===== config.mk =====
export PLATFORM = sky130hd
export DESIGN_NAME = cache_refill_ctrl
export DESIGN_NICKNAME = d
export VERILOG_FILES = /design/src/rtl/cache_pkg.sv /design/src/rtl/sat_counter16.sv /design/src/rtl/cache_refill_ctrl.sv
export SDC_FILE = /design/constraint.sdc
export NUM_CORES = 1
export LEC_CHECK = 0
export BUFFER_PORTS_ARGS = -buffer_cell sky130_fd_sc_hd__clkbuf_2
export CAP_MARGIN = 25
export CORE_ASPECT_RATIO = 0.75
export CORE_MARGIN = 2
export CORE_UTILIZATION = 25
export CTS_BUF_LIST = sky130_fd_sc_hd__clkbuf_16
export DETAILED_ROUTE_END_ITERATION = 8
export MAX_ROUTING_LAYER = met4
export PLACE_DENSITY = 0.48
export SYNTH_ARGS = -nofsm -noshare
export SYNTH_HDL_FRONTEND = slang
export SYNTH_SLANG_ARGS = --single-unit

===== constraint.sdc =====
create_clock -name clk -period 4.26 [get_ports clk]
set_clock_uncertainty 0.1 [all_clocks]
set_input_delay 1.065 -clock clk [delete_from_list [all_inputs] [get_ports clk]]
set_output_delay 1.065 -clock clk [all_outputs]
set_load 0.05 [all_outputs]

===== src/rtl/cache_pkg.sv =====
// Shared cache geometry and the refill controller state encoding.
package cache_pkg;

  localparam int NUM_WAYS = 4;
  localparam int NUM_SETS = 8;
  localparam int INDEX_W  = 3;
  localparam int WAY_W    = 2;

  typedef enum logic [2:0] {
    IDLE,
    VICTIM,
    WB,
    FILL,
    COMMIT
  } refillState_t;

endpackage


===== src/rtl/sat_counter16.sv =====
// 16-bit event counter that sticks at all-ones instead of wrapping.
module sat_counter16 (
  input  logic        clk,
  input  logic        reset,
  input  logic        en,
  output logic [15:0] count
);

  always_ff @(posedge clk or negedge reset) begin
    if (!reset) begin
      count <= '0;
    end else if (en && (count != 16'hFFFF)) begin
      count <= count + 16'd1;
    end
  end

endmodule


===== src/rtl/cache_refill_ctrl.sv =====
// Miss-side refill controller: picks a victim through the replacement block,
// writes it back when valid and dirty, fetches the missing line and commits it.
module cache_refill_ctrl
  import cache_pkg::*;
#(
  parameter int TAG_W  = 8,
  parameter int LINE_W = 32
) (
  input  logic                       clk,
  input  logic                       reset,
  input  logic                       req_valid,
  output logic                       req_ready,
  input  logic [TAG_W-1:0]           req_tag,
  input  logic [INDEX_W-1:0]         req_index,
  output logic [INDEX_W-1:0]         set_index,
  input  logic [NUM_WAYS-1:0]        set_valid,
  input  logic [NUM_WAYS-1:0]        set_dirty,
  input  logic [NUM_WAYS*TAG_W-1:0]  set_tags,
  input  logic [NUM_WAYS*LINE_W-1:0] set_data,
  output logic                       repl_replace,
  output logic [NUM_WAYS-1:0]        repl_valid_bits,
  input  logic [WAY_W-1:0]           repl_way,
  output logic                       mem_req,
  output logic                       mem_we,
  output logic [TAG_W+INDEX_W-1:0]   mem_addr,
  output logic [LINE_W-1:0]          mem_wdata,
  input  logic                       mem_ack,
  input  logic [LINE_W-1:0]          mem_rdata,
  output logic                       fill_we,
  output logic [WAY_W-1:0]           fill_way,
  output logic [TAG_W-1:0]           fill_tag,
  output logic [LINE_W-1:0]          fill_data,
  output logic                       resp_valid,
  output logic [15:0]                miss_count,
  output logic [15:0]                wb_count
);

  refillState_t            state;
  logic                    reqReadyReg;
  logic                    replReplaceReg;
  logic                    memReqReg;
  logic                    memWeReg;
  logic [TAG_W+INDEX_W-1:0] memAddrReg;
  logic [LINE_W-1:0]       memWdataReg;
  logic                    fillWeReg;
  logic                    respValidReg;
  logic [WAY_W-1:0]        wayReg;
  logic [TAG_W-1:0]        tagReg;
  logic [INDEX_W-1:0]      idxReg;
  logic [LINE_W-1:0]       rdataReg;

  logic [TAG_W-1:0]        wayTags [NUM_WAYS];
  logic [LINE_W-1:0]       wayData [NUM_WAYS];
  logic [TAG_W-1:0]        victimTag;
  logic [LINE_W-1:0]       victimData;
  logic                    wbNeeded;

  // Split the flat per-way buses so the victim mux is a plain array index.
  generate
    for (genvar gi = 0; gi < NUM_WAYS; gi++) begin : gWay
      assign wayTags[gi] = set_tags[gi*TAG_W +: TAG_W];
      assign wayData[gi] = set_data[gi*LINE_W +: LINE_W];
    end
  endgenerate

  assign victimTag  = wayTags[repl_way];
  assign victimData = wayData[repl_way];
  assign wbNeeded   = set_valid[repl_way] & set_dirty[repl_way];

  // The arrays are addressed by the incoming request only while waiting for one.
  assign set_index       = (state == IDLE) ? req_index : idxReg;
  assign repl_valid_bits = set_valid;

  always_ff @(posedge clk or negedge reset) begin
    if (!reset) begin
      state          <= IDLE;
      reqReadyReg    <= 1'b1;
      replReplaceReg <= 1'b0;
      memReqReg      <= 1'b0;
      memWeReg       <= 1'b0;
      memAddrReg     <= '0;
      memWdataReg    <= '0;
      fillWeReg      <= 1'b0;
      respValidReg   <= 1'b0;
      wayReg         <= '0;
      tagReg         <= '0;
      idxReg         <= '0;
      rdataReg       <= '0;
    end else begin
      replReplaceReg <= 1'b0;
      fillWeReg      <= 1'b0;
      respValidReg   <= 1'b0;
      case (state)
        IDLE: begin
          if (req_valid) begin
            tagReg         <= req_tag;
            idxReg         <= req_index;
            reqReadyReg    <= 1'b0;
            replReplaceReg <= 1'b1;
            state          <= VICTIM;
          end
        end
        VICTIM: begin
          wayReg    <= repl_way;
          memReqReg <= 1'b1;
          if (wbNeeded) begin
            memWeReg    <= 1'b1;
            memAddrReg  <= {victimTag, idxReg};
            memWdataReg <= victimData;
            state       <= WB;
          end else begin
            memWeReg   <= 1'b0;
            memAddrReg <= {tagReg, idxReg};
            state      <= FILL;
          end
        end
        WB: begin
          if (mem_ack) begin
            memWeReg   <= 1'b0;
            memAddrReg <= {tagReg, idxReg};
            state      <= FILL;
          end
        end
        FILL: begin
          if (mem_ack) begin
            memReqReg    <= 1'b0;
            rdataReg     <= mem_rdata;
            fillWeReg    <= 1'b1;
            respValidReg <= 1'b1;
            state        <= COMMIT;
          end
        end
        COMMIT: begin
          reqReadyReg <= 1'b1;
          state       <= IDLE;
        end
        default: state <= IDLE;
      endcase
    end
  end

  assign req_ready    = reqReadyReg;
  assign repl_replace = replReplaceReg;
  assign mem_req      = memReqReg;
  assign mem_we       = memWeReg;
  assign mem_addr     = memAddrReg;
  assign mem_wdata    = memWdataReg;
  assign fill_we      = fillWeReg;
  assign resp_valid   = respValidReg;
  assign fill_way     = wayReg;
  assign fill_tag     = tagReg;
  assign fill_data    = rdataReg;

  sat_counter16 uMissCount (
    .clk   (clk),
    .reset (reset),
    .en    (state == COMMIT),
    .count (miss_count)
  );

  sat_counter16 uWbCount (
    .clk   (clk),
    .reset (reset),
    .en    ((state == WB) && mem_ack),
    .count (wb_count)
  );

endmodule


==> reports/results.txt <==
synth top area cells - dfrtp_1 (50%), mux4_2 (15%), mux2_2 (9.4%)
Synth Flop Type - dfrtp_1
WL per Instance - 17.2 um
Max VDD drop - 0.380 mV
CTS Sinks - 128
Distinct cells, synth - 43
final WL - 20000 um
total of max-cap violations - 0
Mapped Cells - 467
1st-iter DRT viols - 218
RePlAce Congestion - 0.813
HP Start - mem_wdata[18]$_DFFE_PN0P_
Vias per Instance - 4.51
Period minus WS final - 3.34 ns
Die Wd - 188 um
Synth top cells by count - dfrtp_1 (127), mux2_2 (53), mux4_2 (42), mux2_1 (31), nand2_1 (22)
register area share after synthesis - 50.3%
Crit Path Max Fanout - 15
fmax - 0.299 GHz
Setup CP Type - reg2out
Reg-to-Reg Start - state[0]$_DFFE_PN0P_
Leak - 4.39 nW
# resized after CTS - 0
Critical path origin - state[0]$_DFFE_PN0P_
DIE AREA - 0.0268 mm^2
cell taking the most area after synthesis - dfrtp_1
vias in the first global route - 5514
Syn-to-layout area delta - 41.2%
CTS Buf Count - 17
initial antenna violation count - 2
#FFs+latches synth - 128
Synth Warn # - 0
Critical Path Source Type - register
pin count of the biggest net entering global routing - 62
status - completed
initial core utilization - 25.5%
final-report setup violation count - 0
layout cells sized above 1 - 58.8%
first-pass GRT wire length - 31400 um
CTS tree - yes
gr usage total - 16.0%
port bufs - 346
Root Driver - clkbuf_16
Final Net Count - 1028
total gr overflow - 0
chip height - 142 um
number of synthesized flops with an enable pin - 0
DRT Pass-1 Iters - 4
Hold Vio Cnt, Final - 0
Pins Over Slew Limit - 0
final cycle utilization of the critical path - 78.5%
total core area - 0.0250 mm^2
via count - 5246
most frequent cell after synthesis - dfrtp_1
htree depth - 4
Syn Nets - 686
Post-DRT Antenna Nets - 0
Placement Cell Area - 0.00842 mm^2
Post-Synthesis Cell Area - 0.00636 mm^2
slew at the pin closest to its max-slew limit - 0.855 ns
final instance area - 0.00899 mm^2
DR DRC count - 0
clk_lat worst skew - 0.43 ns
Synth top area share - 49.9%
Required @ worst endpoint - 3.09 ns
Clk pin slew, worst setup/hold paths - 0.06 ns
Rows - 50
post-CTS setup buffer count - 0
Worst Setup End Kind - output pin
worst-case clock buffer depth - 2
async set-or-reset flop fraction in the synthesized netlist - 100%
TNS Setup - 0 ns
PwrDens - 761 mW/mm^2
Slew headroom - 42.9%
Hold-fix buffers, CTS - 0
worst hold path class - reg2reg
unrepaired setup endpoints after global routing - false
final hold slack - 0.384 ns
Avg Cell Area, Syn - 13.6 um^2
I/O pins - 347
dpl hpwl - 15700 um
CP arrival - 2.18 ns
post-layout util - 36.0%
## sequential cells by signal (all words and copies together) (netlist names)
signal and flops:
fill_data 32, mem_req 1, fill_way 2, mem_addr 11
state 3, idxReg 3, fill_tag 8, mem_we 1
repl_replace 1, uWbCount.count 16, resp_valid 1, req_ready 1
mem_wdata 32, uMissCount.count 16
## per-layer routing
metal	part of all wire [%]	global-route usage (%)	routed length [um]	up-vias
met1	46	20.8	9280	2581
met2	46	23.3	9150	187
met3	5.9	4.83	1180	26
met5	0	-	0	-
met4	1.9	6.05	378	0
li1	-	-	-	2452
## worst max-delay path, cell delays in order (launching register included)
cell and delay [ns]:
dfrtp_1 0.54, nor3_1 0.56, mux2_2 0.40, clkbuf_2 0.25
## logic make-up (layout without fill, tap and decap cells)
kind of cell,Yosys count,in the layout,synth area share (%)
adder cells (fa/ha/maj),2,2,0.393
XOR/XNOR,28,28,3.85
AO/OA/AOI/OAI,28,28,2.65
multiplexers,126,126,29.7
flip-flops,128,128,50.3
buffers and inverters,37,392,3.09
AND/OR/NAND/NOR,118,118,9.95
other,0,2,0
## power breakdown
part	switching, mW	internal [mW]	leakage, nW
Clock	0.553	0.844	0.281
Sequential	0.351	1.72	1.58
Combinational	2.45	0.926	2.53
## area by class of cell
class,count,area (um^2)
multi-input combinational,302,2960
fill,2486,16000
sequential,128,3200
tap,338,423
clock inverter,15,129
inverter,6,22.5
antenna,2,5.00
timing repair buffer,354,1810
clock buffer,17,425
## stage by stage
step,std cells,setup slack [ns],total power [mW]
finish,1162,0.916,6.84
global route,1162,0.767,7.24
detailed placement,1127,1.15,5.51
floorplan,467,1.48,4.57
CTS,1159,0.862,6.95
global placement,1127,1.17,5.48
## path summary, 6_finish.rpt
check | cells after the start | endpoint | slack [ns]
worst max-delay path | 3 | set_index[1] | 0.92
worst min register to register | 1 | mem_wdata[18]$_DFFE_PN0P_ | 0.38
min in group asynchronous | 1 | mem_wdata[4]$_DFFE_PN0P_ | 0.52
worst min-delay path | 1 | mem_wdata[18]$_DFFE_PN0P_ | 0.38
max in group asynchronous | 2 | mem_addr[5]$_DFFE_PN0P_ | 2.77
worst max register to register | 3 | mem_addr[2]$_DFFE_PN0P_ | 1.74
## placed cells by master, fill, tap and decap left out, drive strengths merged, types with 2 or more instances in the layout
cell type | Yosys | routed
clkbuf | 8 | 361
or3b | 3 | 3
nand3 | 14 | 14
nor3b | 3 | 3
nand2 | 22 | 22
nor3 | 11 | 11
ha | 2 | 2
clkinv | 0 | 10
inv | 6 | 8
o21ai | 11 | 11
a31oi | 9 | 9
nand4 | 18 | 18
a21oi | 2 | 2
and3 | 6 | 6
xnor2 | 10 | 10
nor4 | 9 | 9
diode | 0 | 2
nor2b | 2 | 2
and2 | 6 | 6
mux2 | 84 | 84
xor2 | 18 | 18
dfrtp | 127 | 127
mux4 | 42 | 42
bufinv | 0 | 2
buf | 23 | 10
nor2 | 19 | 19
Power figures use the tool's default switching activity.
